$ cat src/rtl/ultrasonic_ranger.sv
// HC-SR04 trigger/echo front-end: times the echo width, maps it to a speed band and PWM compare value.
// Optional MEDIAN3_FILTER_EN: band/pulse_width taken from the median of the last three raw widths.
module ultrasonic_ranger #(
   parameter int unsigned TRIG_CYCLES    = 1000,
   parameter int unsigned TIMEOUT_CYCLES = 3802000,
   parameter int unsigned HOLDOFF_CYCLES = 5000000,
   parameter int unsigned BAND_CYCLES    = 475250,
   parameter int unsigned DUTY_STEP      = 62500
) (
   input  logic        clk,
   input  logic        rst_n,
   input  logic        enable,
   input  logic        echo,
   output logic        trig,
   output logic [22:0] echo_cycles,
   output logic [2:0]  band,
   output logic [18:0] pulse_width,
   output logic        timeout,
   output logic        valid,
   output logic        busy
);

   typedef enum logic [2:0] {
      S_IDLE, S_TRIG, S_WAIT_RISE, S_MEASURE, S_DONE, S_HOLDOFF
   } state_t;

   localparam logic [22:0] TRIG_C    = 23'(TRIG_CYCLES);
   localparam logic [22:0] TIMEOUT_C = 23'(TIMEOUT_CYCLES);
   localparam logic [22:0] HOLD_C    = 23'(HOLDOFF_CYCLES);
   localparam logic [22:0] B1_C      = 23'(BAND_CYCLES);
   localparam logic [22:0] B2_C      = 23'(2 * BAND_CYCLES);
   localparam logic [22:0] B3_C      = 23'(3 * BAND_CYCLES);
   localparam logic [18:0] DUTY_C    = 19'(DUTY_STEP);

   state_t      state_q, state_d;
   logic [22:0] cnt_q, cnt_d;
   logic [22:0] width_q, width_d;
   logic        tout_q, tout_d;
   logic        trig_q, trig_d;
   logic [2:0]  sync_q;
   logic [22:0] echo_cycles_q;
   logic [2:0]  band_q, band_d;
   logic [18:0] pw_q, pw_d;
   logic        timeout_q;
   logic        valid_q;
   logic        load;
   logic        echo_s, rise, fall;

   // sync_q[1] is the synchronised echo; sync_q[2] is its one-cycle-old copy for edge detection
   assign echo_s = sync_q[1];
   assign rise   = sync_q[1] & ~sync_q[2];
   assign fall   = ~sync_q[1] & sync_q[2];

   function automatic logic [2:0] band_of(input logic [22:0] w);
      logic [2:0] b;
      if (w == '0)        b = 3'd0;
      else if (w <= B1_C) b = 3'd1;
      else if (w <= B2_C) b = 3'd2;
      else if (w <= B3_C) b = 3'd3;
      else                b = 3'd4;
      return b;
   endfunction

   always_ff @(posedge clk) begin
      if (!rst_n) begin
         state_q <= S_IDLE;
         cnt_q   <= '0;
         width_q <= '0;
         tout_q  <= 1'b0;
         trig_q  <= 1'b0;
         sync_q  <= '0;
      end else begin
         state_q <= state_d;
         cnt_q   <= cnt_d;
         width_q <= width_d;
         tout_q  <= tout_d;
         trig_q  <= trig_d;
         sync_q  <= {sync_q[1:0], echo};
      end
   end

   always_comb begin
      state_d = state_q;
      cnt_d   = cnt_q;
      width_d = width_q;
      tout_d  = tout_q;
      case (state_q)
         S_IDLE: begin
            if (enable) begin
               state_d = S_TRIG;
               cnt_d   = '0;
            end
         end
         S_TRIG: begin
            if (cnt_q >= TRIG_C - 23'd1) begin
               state_d = S_WAIT_RISE;
               cnt_d   = '0;
            end else begin
               cnt_d = cnt_q + 23'd1;
            end
         end
         S_WAIT_RISE: begin
            if (rise) begin
               state_d = S_MEASURE;
               cnt_d   = '0;
            end else if (cnt_q >= TIMEOUT_C - 23'd1) begin
               state_d = S_DONE;
               width_d = '0;
               tout_d  = 1'b1;
            end else begin
               cnt_d = cnt_q + 23'd1;
            end
         end
         S_MEASURE: begin
            if (fall) begin
               state_d = S_DONE;
               width_d = cnt_q;
               tout_d  = 1'b0;
            end else if (cnt_q >= TIMEOUT_C) begin
               state_d = S_DONE;
               width_d = TIMEOUT_C;
               tout_d  = 1'b1;
            end else if (echo_s) begin
               cnt_d = cnt_q + 23'd1;
            end
         end
         S_DONE: begin
            state_d = S_HOLDOFF;
            cnt_d   = '0;
         end
         S_HOLDOFF: begin
            if (cnt_q >= HOLD_C - 23'd1) begin
               cnt_d   = '0;
               state_d = enable ? S_TRIG : S_IDLE;
            end else begin
               cnt_d = cnt_q + 23'd1;
            end
         end
         default: begin
            state_d = S_IDLE;
            cnt_d   = '0;
         end
      endcase
      trig_d = (state_d == S_TRIG);
   end

`ifdef MEDIAN3_FILTER_EN
   logic [22:0] hist_q [3];
   logic        pend_q;
   logic [22:0] lo, hi, med;

   always_ff @(posedge clk) begin
      if (!rst_n) begin
         for (int unsigned i = 0; i < 3; i++) hist_q[i] <= '0;
         pend_q <= 1'b0;
      end else begin
         pend_q <= (state_q == S_DONE);
         if (state_q == S_DONE) begin
            hist_q[2] <= hist_q[1];
            hist_q[1] <= hist_q[0];
            hist_q[0] <= tout_q ? TIMEOUT_C : width_q;
         end
      end
   end

   always_comb begin
      lo     = (hist_q[0] < hist_q[1]) ? hist_q[0] : hist_q[1];
      hi     = (hist_q[0] < hist_q[1]) ? hist_q[1] : hist_q[0];
      med    = (hist_q[2] < lo) ? lo : ((hist_q[2] > hi) ? hi : hist_q[2]);
      load   = pend_q;
      band_d = band_of(med);
      pw_d   = DUTY_C * 19'(band_d);
   end
`else
   always_comb begin
      load   = (state_q == S_DONE);
      band_d = tout_q ? 3'd0 : band_of(width_q);
      pw_d   = DUTY_C * 19'(band_d);
   end
`endif

   always_ff @(posedge clk) begin
      if (!rst_n) begin
         echo_cycles_q <= '0;
         band_q        <= '0;
         pw_q          <= '0;
         timeout_q     <= 1'b0;
         valid_q       <= 1'b0;
      end else begin
         valid_q <= load;
         if (load) begin
            echo_cycles_q <= width_q;
            band_q        <= band_d;
            pw_q          <= pw_d;
            timeout_q     <= tout_q;
         end
      end
   end

   assign trig        = trig_q;
   assign echo_cycles = echo_cycles_q;
   assign band        = band_q;
   assign pulse_width = pw_q;
   assign timeout     = timeout_q;
   assign valid       = valid_q;
   assign busy        = (state_q != S_IDLE);

endmodule

$ cat config.mk
export PLATFORM = sky130hd
export DESIGN_NAME = ultrasonic_ranger
export DESIGN_NICKNAME = d
export VERILOG_FILES = /design/src/rtl/ultrasonic_ranger.sv
export SDC_FILE = /design/constraint.sdc
export NUM_CORES = 1
export LEC_CHECK = 0
export CAP_MARGIN = 40
export CELL_PAD_IN_SITES_DETAIL_PLACEMENT = 0
export CELL_PAD_IN_SITES_GLOBAL_PLACEMENT = 1
export CORE_AREA = 4 4 96 121
export DETAILED_ROUTE_END_ITERATION = 8
export DIE_AREA = 0 0 100 125
export PLACE_DENSITY = 0.82
export SYNTH_ARGS = -nofsm -noshare
export SYNTH_HDL_FRONTEND = slang
export SYNTH_SLANG_ARGS = --single-unit
$ cat constraint.sdc
create_clock -name clk -period 8.8 [get_ports clk]
set_clock_uncertainty 0.1 [all_clocks]
set_input_delay 2.2 -clock clk [delete_from_list [all_inputs] [get_ports clk]]
set_output_delay 2.2 -clock clk [all_outputs]
set_load 0.01 [all_outputs]
Word level (Yosys, flattened, before mapping)
Cells that the tools add are included.
W data, S select, Z words.
{ "classes": {"n_bitwise": 4, "mux": 33, "add_sub_neg": 1, "eq_ne": 14, "n_mul": 1, "order_cmp": 7, "n_reduce_logical": 6} }
{ "ops": {"columns": ["cell", "n"], "rows": [
  ["$mux W23", 12],
  ["$pmux W23 S5", 1],
  ["$ge A23 B22 Y1 const B", 2],
  ["$pmux W23 S2", 1],
  ["$mux W3", 12],
  ["$add A23 B1 Y23 const B", 1],
  ["$ge A23 B10 Y1 const B", 1],
  ["$ge A23 B23 Y1 const B", 1],
  ["$le A23 B19 Y1 const B", 1],
  ["$le A23 B20 Y1 const B", 1],
  ["$le A23 B21 Y1 const B", 1],
  ["$logic_not A23 Y1", 1],
  ["$pmux W3 S6", 1],
  ["$mul A14 B3 Y17 const A", 1],
  ["$ne A2 B2 Y1 const B", 6],
  ["$eq A3 B1 Y1 const B", 2],
  ["$eq A3 B2 Y1 const B", 2],
  ["$eq A3 B3 Y1 const B", 2],
  ["$ne A3 B3 Y1 const B", 2],
  ["$mux W1", 5],
  ["$reduce_and A5 Y1", 1],
  ["$reduce_and A4 Y1", 1],
  ["$logic_not A3 Y1", 1],
  ["$reduce_bool A3 Y1", 1],
  ["other kinds (4)", 6]
]} }
{ "word_totals": {"wordCells": 77, "output_inout_bits": 49, "inputBits": 4, "register_bits": 99} }

Longest topological paths before layout
{ "depth": {"ltp_word": 7, "mapped_depth": 16, "ltp_nobuf": 16} }

Worst setup path before layout
Ideal clock, no wire load.
{ "synth_path": {"path_type": "register to register", "from": "register width_q[9]", "to": "register pw_q[16], in the netlist pulse_width[16]", "n_path_buf": 0, "stages_incl_launch_ff": 14, "setup_time_ps": 70, "slack_ps": 5109, "arrival_time_ps": 3521, "required_time_ps": 8630, "period_less_slack_ps": 3691, "cell_sequence": "dfxtp_1 or4_1 or2_2 nor4_2 a211oi_1 or3_1 fa_1 inv_1 ha_1 a21o_1 a21oi_1 xnor2_1 nand2_1 a21oi_1"} }
{ "synth_between": {"elab_chain_cells": 7, "elab_cells_between_ends": 10, "classes_between": "mul (1); order compare (3); mux (5); reduce/logical (1)"} }
{ "synth_lines": {"columns": ["item", "line", "text"], "rows": [
  ["start, declared", "37", "logic [22:0] width_q, width_d;"],
  ["start signal, assigned", "75", "width_q <= width_d;"],
  ["$le A23 B21 Y1", "59", "else if (w <= B3_C) b = 3'd3;"],
  ["$mux W3", "59", null],
  ["$mux W3", "58", "else if (w <= B2_C) b = 3'd2;"],
  ["$mux W3", "57", "else if (w <= B1_C) b = 3'd1;"],
  ["$mux W3 (*)", "56", "if (w == '0) b = 3'd0;"],
  ["$mux W3 (*)", "177", "band_d = tout_q ? 3'd0 : band_of(width_q);"],
  ["$mul A14 B3 Y17 (*)", "178", "pw_d = DUTY_C * 19'(band_d);"],
  ["end signal, assigned", "194", "pw_q <= pw_d;"],
  ["end, declared", "43", "logic [18:0] pw_q, pw_d;"]
]} }
Mark *: on every way between the ends. The rest lies on a longest branch, timed or not.
A chain may end at the register's enable or synchronous reset.

Worst setup path after layout
{ "layout_path": {"from": "input enable", "to": "register cnt_q[12]"} }
{ "layout_between": {"elab_chain_cells": 2} }
{ "layout_lines": {"columns": ["item", "line", "text"], "rows": [
  ["start, declared", "12", "input logic enable,"],
  ["$ne A2 B2 Y1 (no source line)", null, null],
  ["$reduce_and A5 Y1 (no source line)", null, null],
  ["end signal, assigned", "74", "cnt_q <= cnt_d;"],
  ["end, declared", "36", "logic [22:0] cnt_q, cnt_d;"]
]} }
Every way passes these cells.

==> impl_metrics.ini <==
[worst_setup_path]
regToRegSetupSlack_ps = 4810
crit-reg2reg-capture = pulse_width[18]$_SDFFE_PN0P_
worstSetupEndpointType = flip-flop
worst_ep_required_time_ps = 8980
timing.critical_path.fanout_max = 13
reg2regPathDepth = 13
crit_arrival_ps = 4500
startpoint_class_of_the_critical_path = input pin
worstReg2RegStart = width_q[9]$_SDFFE_PN0P_
critical_path_class = input pin to flip-flop

[placement]
placement.io_buffers = 48
place_worst_setup_slack_ps = 4170
routabilityCongestion = 0.858
place_area_um2 = 5060
numPlacedInstances = 716
detailed_placement_hpwl_um = 8560

[sta]
layout_setup_ws_ps = 4480
post-route-period-util_pct = 49.1
grt_setup_unrepaired = no
timing.final.setup_violations = 0
drv_slew = 0
setup_tns_ps = 0
worst_slew_pin_slew_ps = 685
report.final.hold_viol_count = 0
period_minus_slack_ps = 4320
max_freq_mhz = 232
timing.slew.headroom_pct = 54.3

[min_path]
hold_path_startpoint = sync_q[0]$_SDFF_PN0_
hold_path_end = sync_q[1]$_SDFF_PN0_
worst_hold_path_type = flip-flop to flip-flop
holdPathStages = 1

[floorplanning]
placementRows = 42
die_height_um = 125
ioPinCount = 53
core_region_area_um2 = 10500
fp.dieArea_um2 = 12500
initial_core_util_pct = 44.0
die-width_um = 100

[logic_synthesis]
ys_async_sr_fraction_pct = 0
synthFlopType = sky130_fd_sc_hd__dfxtp_1
synth_xor_area_share_pct = 1.52
number_of_enable_type_register_cells_in_the_synthesized_netlist = 0
synth_fa_ha_area_share_pct = 4.03
synth_instances = 574
synth_top_area_share_pct = 38.7
synth.most_common_cell = sky130_fd_sc_hd__dfxtp_1
synth.mux.area_fraction_pct = 0
synth_cell_types = 65
synth.yosys.seq_area_share_pct = 38.7
synth_area_um2 = 4600
post_synth_top_area_cell = sky130_fd_sc_hd__dfxtp_1
simple_gate_portion_of_the_synthesized_area_pct = 26.2
largest_family_of_logic_cells_by_synthesized_area = simple AND/OR/NAND/NOR gates
synth.top_cells.by_area = sky130_fd_sc_hd__dfxtp_1 (39%), sky130_fd_sc_hd__a21oi_1 (7.6%), sky130_fd_sc_hd__nand2_1 (6.9%), sky130_fd_sc_hd__nor2_1 (4.0%), sky130_fd_sc_hd__a32oi_1 (2.9%)
ys_top_cells_by_count = sky130_fd_sc_hd__dfxtp_1 (89), sky130_fd_sc_hd__nand2_1 (85), sky130_fd_sc_hd__a21oi_1 (70), sky130_fd_sc_hd__nor2_1 (49)
yosysWarnings = 0
ys_ff_latch = 89
synth-compound-area-share_pct = 22.2
avgSynthCellArea_um2 = 8.01

[routing]
dr.pass1.iters = 4
avgRoutedWirePerCell_um = 16.1
vias = 4214
drt_drc_violations_left = 0
drtAntennaViolNets = 0
detailedRoute.firstIterationViolations = 269
via_per_inst = 5.76
wl_um = 11800

[power_and_ir_drop]
static-leakage-power_nw = 1.80
power.density_cell_area_nw_per_um2 = 152
total_power_mw = 0.815
power.ir.vdd_worst_uv = 80.8

[cells_and_area]
fin_nets = 612
fillers = 1068
register_area_um2 = 1780
final_cell_count_no_fill = 732
multi_input_comb_area_um2 = 2500
antenna-diode-count = 0
area_growth_from_synthesis_to_layout_pct = 16.3
drive_above_1_share_pct = 6.67
finalInstanceArea_um2 = 5350

[grt]
grt_use_met2_pct = 31.9
grt.total_usage_pct = 19.4
grt_antenna_before_repair = 0
grt_overflow_total = 0
grt_pass1_wl_um = 19900
grt_use_met1_pct = 24.7
gr-usage-met3_pct = 3.12
grt_start_max_net_pins = 55
gr-max-usage-layer = met2
vias_in_the_first_global_route = 3990

[clock_network]
cts_root_buf = sky130_fd_sc_hd__clkbuf_16
clock_tree_from_tritoncts = yes
holdBufCountCts = 0
cts.repair_timing.setup_buffer_count = 0
cts_buffer_depth = 2
clk_pin_slew_worst_paths_ps = 70
gates_resized_cts_repair = 0
clk_latency_ps = 350
ctsHtreeMaxLevel = 3
cts_buffers = 9
clkSinkCount = 89

[outcome]
status = finished, final reports clean

[flow_run]
max_cap_viol_count = 0
[layer usage]
metal | share of wire, % | vias up
li1 | - | 2092
met1 | 44 | 1982
met2 | 49 | 116
met3 | 4.7 | 24
met4 | 2.9 | 0
met5 | 0 | -
[how the worst max path moves through the flow]
stage / from / end / cells after the start
2_1_floorplan: width_q[9]$_SDFFE_PN0P_ / pulse_width[16]$_SDFFE_PN0P_ / 13
3_3_place_gp: enable / cnt_q[12]$_SDFFE_PN0P_ / 7
3_5_place_dp: enable / cnt_q[12]$_SDFFE_PN0P_ / 7
4_1_cts: enable / cnt_q[12]$_SDFFE_PN0P_ / 7
5_1_grt: enable / cnt_q[12]$_SDFFE_PN0P_ / 7
6_report: enable / cnt_q[12]$_SDFFE_PN0P_ / 7
[layout make-up]
type / count / share of cell area, %
inverter: 23 / 1.61
tap: 132 / 3.09
clock buffer: 9 / 4.21
clock inverter: 7 / 1.31
timing repair buffer: 53 / 9.82
multi-input combinational: 419 / 46.7
sequential: 89 / 33.3
[critical path, cell delays in order]
cell                              delay (ps)
sky130_fd_sc_hd__clkdlybuf4s50_1         520
sky130_fd_sc_hd__nor3_1                   60
sky130_fd_sc_hd__o21bai_1                290
sky130_fd_sc_hd__o21a_1                  290
sky130_fd_sc_hd__nand4_1                 400
sky130_fd_sc_hd__or4_1                   600
sky130_fd_sc_hd__a21oi_1                 140
[power breakdown]
| part | switching [mW] | internal [mW] |
|---|---|---|
| sequential | 0.00342 | 0.404 |
| clock | 0.184 | 0.200 |
| combinational | 0.0156 | 0.00798 |
[flip-flops by register name, summed over array words and instances (netlist names)]
| name | cells |
|---|---|
| band | 2 |
| cnt_q | 23 |
| echo_cycles | 23 |
| pulse_width | 8 |
| state_q | 3 |
| sync_q | 3 |
| timeout | 1 |
| tout_q | 1 |
| trig | 1 |
| valid | 1 |
| width_q | 23 |
[cells in the final DEF (no fill, tap or decap), drive strengths merged, types with 5 or more instances in the layout]
cell            n
nor3            9
o21ai          25
a211oi          5
buf             5
nor2           49
dfxtp          89
ha             10
or4             7
nand3          16
a21o            6
clkbuf          9
nor4            6
and3            5
o31ai           7
or3            16
inv            28
and2            6
a32oi          15
clkdlybuf4s50  48
a31oi           5
a21oi          70
nand4          12
nand2          85
[cell families after synthesis]
family,count (synthesis)
buffers and inverters,69
xor gates and xnor gates,8
adders and majority gates,13
AOI/OAI and AO/OA,158
and+or+nand+nor,236
DFF,89
other,1
[stage by stage]
| step | hold slack [ps] | util, % |
|---|---|---|
| 2_1_floorplan | 312 | - |
| 3_3_place_gp | 321 | 48.2 |
| 3_5_place_dp | 322 | 48.3 |
| 4_1_cts | 329 | 51.2 |
| 5_1_grt | 337 | 51.2 |
| 6_report | 332 | 51.2 |
Note: power is estimated with default switching activity, not from simulation.
==> patch 1, RTL diff (same settings) <==
`HOLDOFF_CYCLES`: 5000000 -> 4194304.
--- a/src/rtl/ultrasonic_ranger.sv
+++ b/src/rtl/ultrasonic_ranger.sv
@@ -5,3 +5,3 @@
    parameter int unsigned TIMEOUT_CYCLES = 3802000,
-   parameter int unsigned HOLDOFF_CYCLES = 5000000,
+   parameter int unsigned HOLDOFF_CYCLES = 4194304,
    parameter int unsigned BAND_CYCLES    = 475250,
Behaviour: no difference found for any inputs over 10 cycles, from zero or initial values and one cycle with rst_n low; that may be too few to reach the edited logic, so the function may still have changed.
==> patch 1 against the unedited design <==
Wire length rose by 3.8%. Sequential cell count did not move. Worst setup slack improved by 0.13 ns. Global-route usage rose by 0.46 points. Maximum frequency rose by 3.1%. Synthesized area rose by 5.3%. Hold slack improved by 0.031 ns. Sequential share of layout area fell by 1.5 points. Cell area rose by 4.6%. Via count rose by 3.5%. Power rose by 4.8%. Critical path type is now flip-flop to flip-flop. Critical endpoint is now pulse_width[17]. Largest power group is now the clock network.
==> patch 1: results (changes against the unedited design) <==
post-placement cell count 722 (+0.84%); Area contributors post-synth dfxtp_1 (37%), nand2_1 (9.3%), a21boi_0 (4.5%), ha_1 (2.6%), nand3_1 (2.5%); Nets 618 (+0.98%); commonest cells in the netlist nand2_1 (120), dfxtp_1 (89), a21boi_0 (29); DRT met1 WL 5360 um (+4.7%); share of layout cells above drive strength 1 9.57% (+2.9 points); critical path arrival 4.33 ns (-0.17 ns); Synth Warn # 0 (unchanged); worst skew pair latency 0.34 ns; library cells used by synthesis 67 (+3.1%); largest net degree at the start of global routing 66 (+20%); Initial Utilization 46.3% (+2.3 points); Worst Setup SP width_q[9]; CP max-delay cell nor4_2; grt met2 use 32.8% (+0.83 points); Post-Synth Adder-Cell Area 3.82% (-0.20 points); DP HPWL 8790 um (+2.6%); GRT Util Overall 19.8% (+0.46 points); met3 Usage GRT 2.84% (-0.28 points); First-pass DRT Iterations 5 (+1); leakage 1.98 nW (+10%); metal3 WL 473 um (-14%); synthesized area per cell 8.27 sq um (+3.2%); xor/xnor share of the synthesized area 0.542% (-0.98 points); DP Area 5270 sq um (+4.3%); gpl congestion 0.883 (+2.9%); hold_ws 0.363 ns (+0.0309 ns); post-synthesis mux area share 1.65% (+1.7 points); Synth Area in Compound Gates 21.1% (-1.1 points); Worst VDD drop 0.102 mV (+26%); status finished clean; CP max FO 8 (-5); FMAX 0.239 GHz (+3.1%); ANT cells 0 (unchanged); pre-CTS WS 4.62 ns (+0.450 ns); CP max stage delay 0.56 ns (-0.04 ns); HP Start echo_cycles[14]; WL met2 5980 um (+4.1%); worst-margin pin slew 0.814 ns (+0.129 ns); sequential area share after synthesis 36.8% (-2.0 points); routed vias/inst 5.91 (+2.6%); top sig layer met4; number of global-route vias before repair 4130 (+3.5%); GR Layer Usage met1 25.5% (+0.81 points); first-pass GRT wire length 20300 um (+2.2%); Initial DRC Count 192 (-29%); WL per Instance 16.5 um (+2.9%); final wirelength 12200 um (+3.8%)
patch 1: cell count changes after synthesis, sizes merged, moves of 11 or more:
cell,unedited run,this run
or3,16,5
nor2,49,21
a32oi,15,1
inv,23,12
nand2,85,121
a21boi,1,29
a21oi,70,13
o22ai,1,18
o211ai,1,13
patch 1: where the power goes:
group,switching (mW),internal (mW),total [mW],leakage (nW)
clock network,0.171,0.252,0.423,0.150
registers,0.00173,0.404,0.406,0.717
logic,0.0172,0.00863,0.0258,1.11
patch 1: layout make-up:
class	count	area, sq um
Tap cell	132	165
Clock buffer	9	225
Timing Repair Buffer	52	512
Multi-Input combinational cell	437	2770
Fill cell	1038	4860
Clock inverter	7	103
Sequential cell	89	1780
Inverter	12	45.0
patch 1: worst paths after layout:
check	to	cells after the start
worst max-delay path	pulse_width[17]	15
worst min-delay path	echo_cycles[14]	2
worst max register to register	pulse_width[17]	15
worst min register to register	echo_cycles[14]	2
==> patch 2, RTL diff (same flow settings) <==
Without the edit above. Register the inputs `enable` and `echo` before use, without a reset. The logic sees them one clock later. Comments in the files are not updated.
--- a/src/rtl/ultrasonic_ranger.sv
+++ b/src/rtl/ultrasonic_ranger.sv
@@ -34,2 +34,10 @@
 
+   logic enable_q;
+   logic echo_q;
+
+   always_ff @(posedge clk) begin
+      enable_q <= enable;
+      echo_q   <= echo;
+   end
+
    state_t      state_q, state_d;
@@ -77,3 +85,3 @@
          trig_q  <= trig_d;
-         sync_q  <= {sync_q[1:0], echo};
+         sync_q  <= {sync_q[1:0], echo_q};
       end
@@ -88,3 +96,3 @@
          S_IDLE: begin
-            if (enable) begin
+            if (enable_q) begin
                state_d = S_TRIG;
@@ -133,3 +141,3 @@
                cnt_d   = '0;
-               state_d = enable ? S_TRIG : S_IDLE;
+               state_d = enable_q ? S_TRIG : S_IDLE;
             end else begin
Check against the original RTL: not equivalent (Yosys sat finds a counterexample within 4 cycles, from zero or initial values and one cycle with rst_n low).
==> patch 2 against the unedited design <==
Sequential cell count grew 2. Via count fell by 4.6%. Hold slack worse by 0.00084 ns. Power up 4.7%. Critical path depth down 1. Worst setup slack worse by 0.16 ns. Count of clock-buffer cells in the layout stayed put. Cell area shrank 0.98%. Non-clock buffer count rose by 1. Wire length decreased by 6.0%. Synthesized area is 2.6% lower. Clock power up 7.6%.
==> patch 2: results (changes against the unedited design) <==
cell count of the worst reg-to-reg path 14 (+1); layout filler cell count 1041 (-2.5%); CP max FO 25 (+12); register-to-register setup slack 4.42 ns (-0.39 ns); WL per Instance 15.8 um (-1.6%); Hold Path Depth 1 (unchanged); Slew headroom 49.3% (-5.1 points); GR Layer Usage met1 21.8% (-2.9 points); met3 Usage GRT 3.01% (-0.11 points); largest net degree at the start of global routing 45 (-18%); number of global-route vias before repair 3731 (-6.5%); Initial DRC Count 166 (-38%); Nets 579 (-5.4%); sequential area share after synthesis 40.7% (+1.9 points); GRT Util Overall 17.9% (-1.5 points); routed vias/inst 5.75 (-0.12%); clock transition at the registers of the reported paths 0.06 ns; status finished clean; gpl congestion 0.808 (-5.8%); commonest cells in the netlist dfxtp_1 (91), nand2_1 (80), a21oi_1 (68); initial antenna violation count 0 (unchanged); leakage 1.77 nW (-1.3%); library cells used by synthesis 70 (+7.7%); DP HPWL 8200 um (-4.3%); Synth Warn # 0 (unchanged); Reg2Reg Capture Point pulse_width[16]; Area contributors post-synth dfxtp_1 (41%), a21oi_1 (7.6%), nand2_1 (6.7%), nor3_1 (3.1%), a22o_1 (2.9%); DP Area 4980 sq um (-1.5%); share of layout cells above drive strength 1 5.82% (-0.85 points); first-pass GRT wire length 18300 um (-7.8%); First-pass DRT Iterations 4 (unchanged); grt met2 use 30.5% (-1.5 points); clk buf depth 2 (unchanged); CTS Buf Count 9 (unchanged); Worst VDD drop 0.0839 mV (+3.8%); Hold Path End sync_q[1]
patch 2: changes by cell type in the layout (fill, tap and decap cells not counted), moves of 6 or more:
cell / change
a22o_1: +15
o31ai_1: +6
nor2_1: -29
a32oi_1: -14
nor3_1: +20
o21ai_0: -15
patch 2: final cells by class:
class,count,area share (%)
multi-input combinational,385,44.5
sequential,91,34.4
timing repair buffer,54,10.6
clock buffer,9,4.25
tap,132,3.12
clock inverter,7,1.72
inverter,21,1.49
patch 2: how the worst max path moves through the flow:
stage / from / endpoint / slack [ns] / cells past startpoint
after floorplan: width_q[9] / pulse_width[16] / 4.76 / 14
after global placement: rst_n / width_q[10] / 4.04 / 6
after detailed placement: rst_n / width_q[12] / 3.91 / 6
after CTS: rst_n / width_q[12] / 4.28 / 6
after global routing: rst_n / width_q[2] / 4.06 / 6
final: rst_n / width_q[12] / 4.32 / 6
patch 2: stage by stage:
stage | total power [mW] | setup slack (ns) | util [%] | hold slack (ns) | cells
3_5_place_dp | 0.451 | 3.91 | 47.6 | 0.318 | 683
3_3_place_gp | 0.449 | 4.04 | 47.1 | 0.315 | 680
6_report | 0.854 | 4.32 | 50.7 | 0.331 | 699
2_1_floorplan | 0.444 | 4.76 | - | 0.312 | 544
4_1_cts | 0.865 | 4.28 | 50.7 | 0.334 | 699
5_1_grt | 0.882 | 4.06 | 50.7 | 0.353 | 699
patch 2: critical path, cell delays in order:
cell	delay (ns)
clkdlybuf4s50_1	0.76
clkinv_1	0.66
buf_4	0.44
nor3_1	0.20
buf_4	0.24
a22o_1	0.16
patch 2: logic make-up after synthesis:
| logic type | after synthesis | share of synthesized area [%] |
|---|---|---|
| adder cells (fa/ha/maj) | 13 | 4.14 |
| multiplexers | 2 | 0.447 |
| flip-flops | 91 | 40.7 |
| other | 1 | 0.0837 |
| XOR/XNOR | 4 | 0.782 |
| buffers and inverters | 68 | 7.40 |
| AO/OA/AOI/OAI | 147 | 21.7 |
| AND/OR/NAND/NOR | 215 | 24.7 |
patch 2: report_power, final:
| group | switching, mW | total, mW | leakage, nW | internal, mW |
|---|---|---|---|---|
| Sequential | 0.00314 | 0.417 | 0.735 | 0.414 |
| Combinational | 0.0160 | 0.0239 | 0.884 | 0.00792 |
| Clock | 0.165 | 0.413 | 0.156 | 0.248 |
| Total | 0.184 | 0.854 | 1.77 | 0.670 |
patch 2: layer usage:
| metal | share of wire [%] | wire [um] |
|---|---|---|
| met1 | 42 | 4610 |
| met4 | 2.5 | 276 |
| met2 | 51 | 5670 |
| met5 | 0 | 0 |
| met3 | 4.5 | 495 |
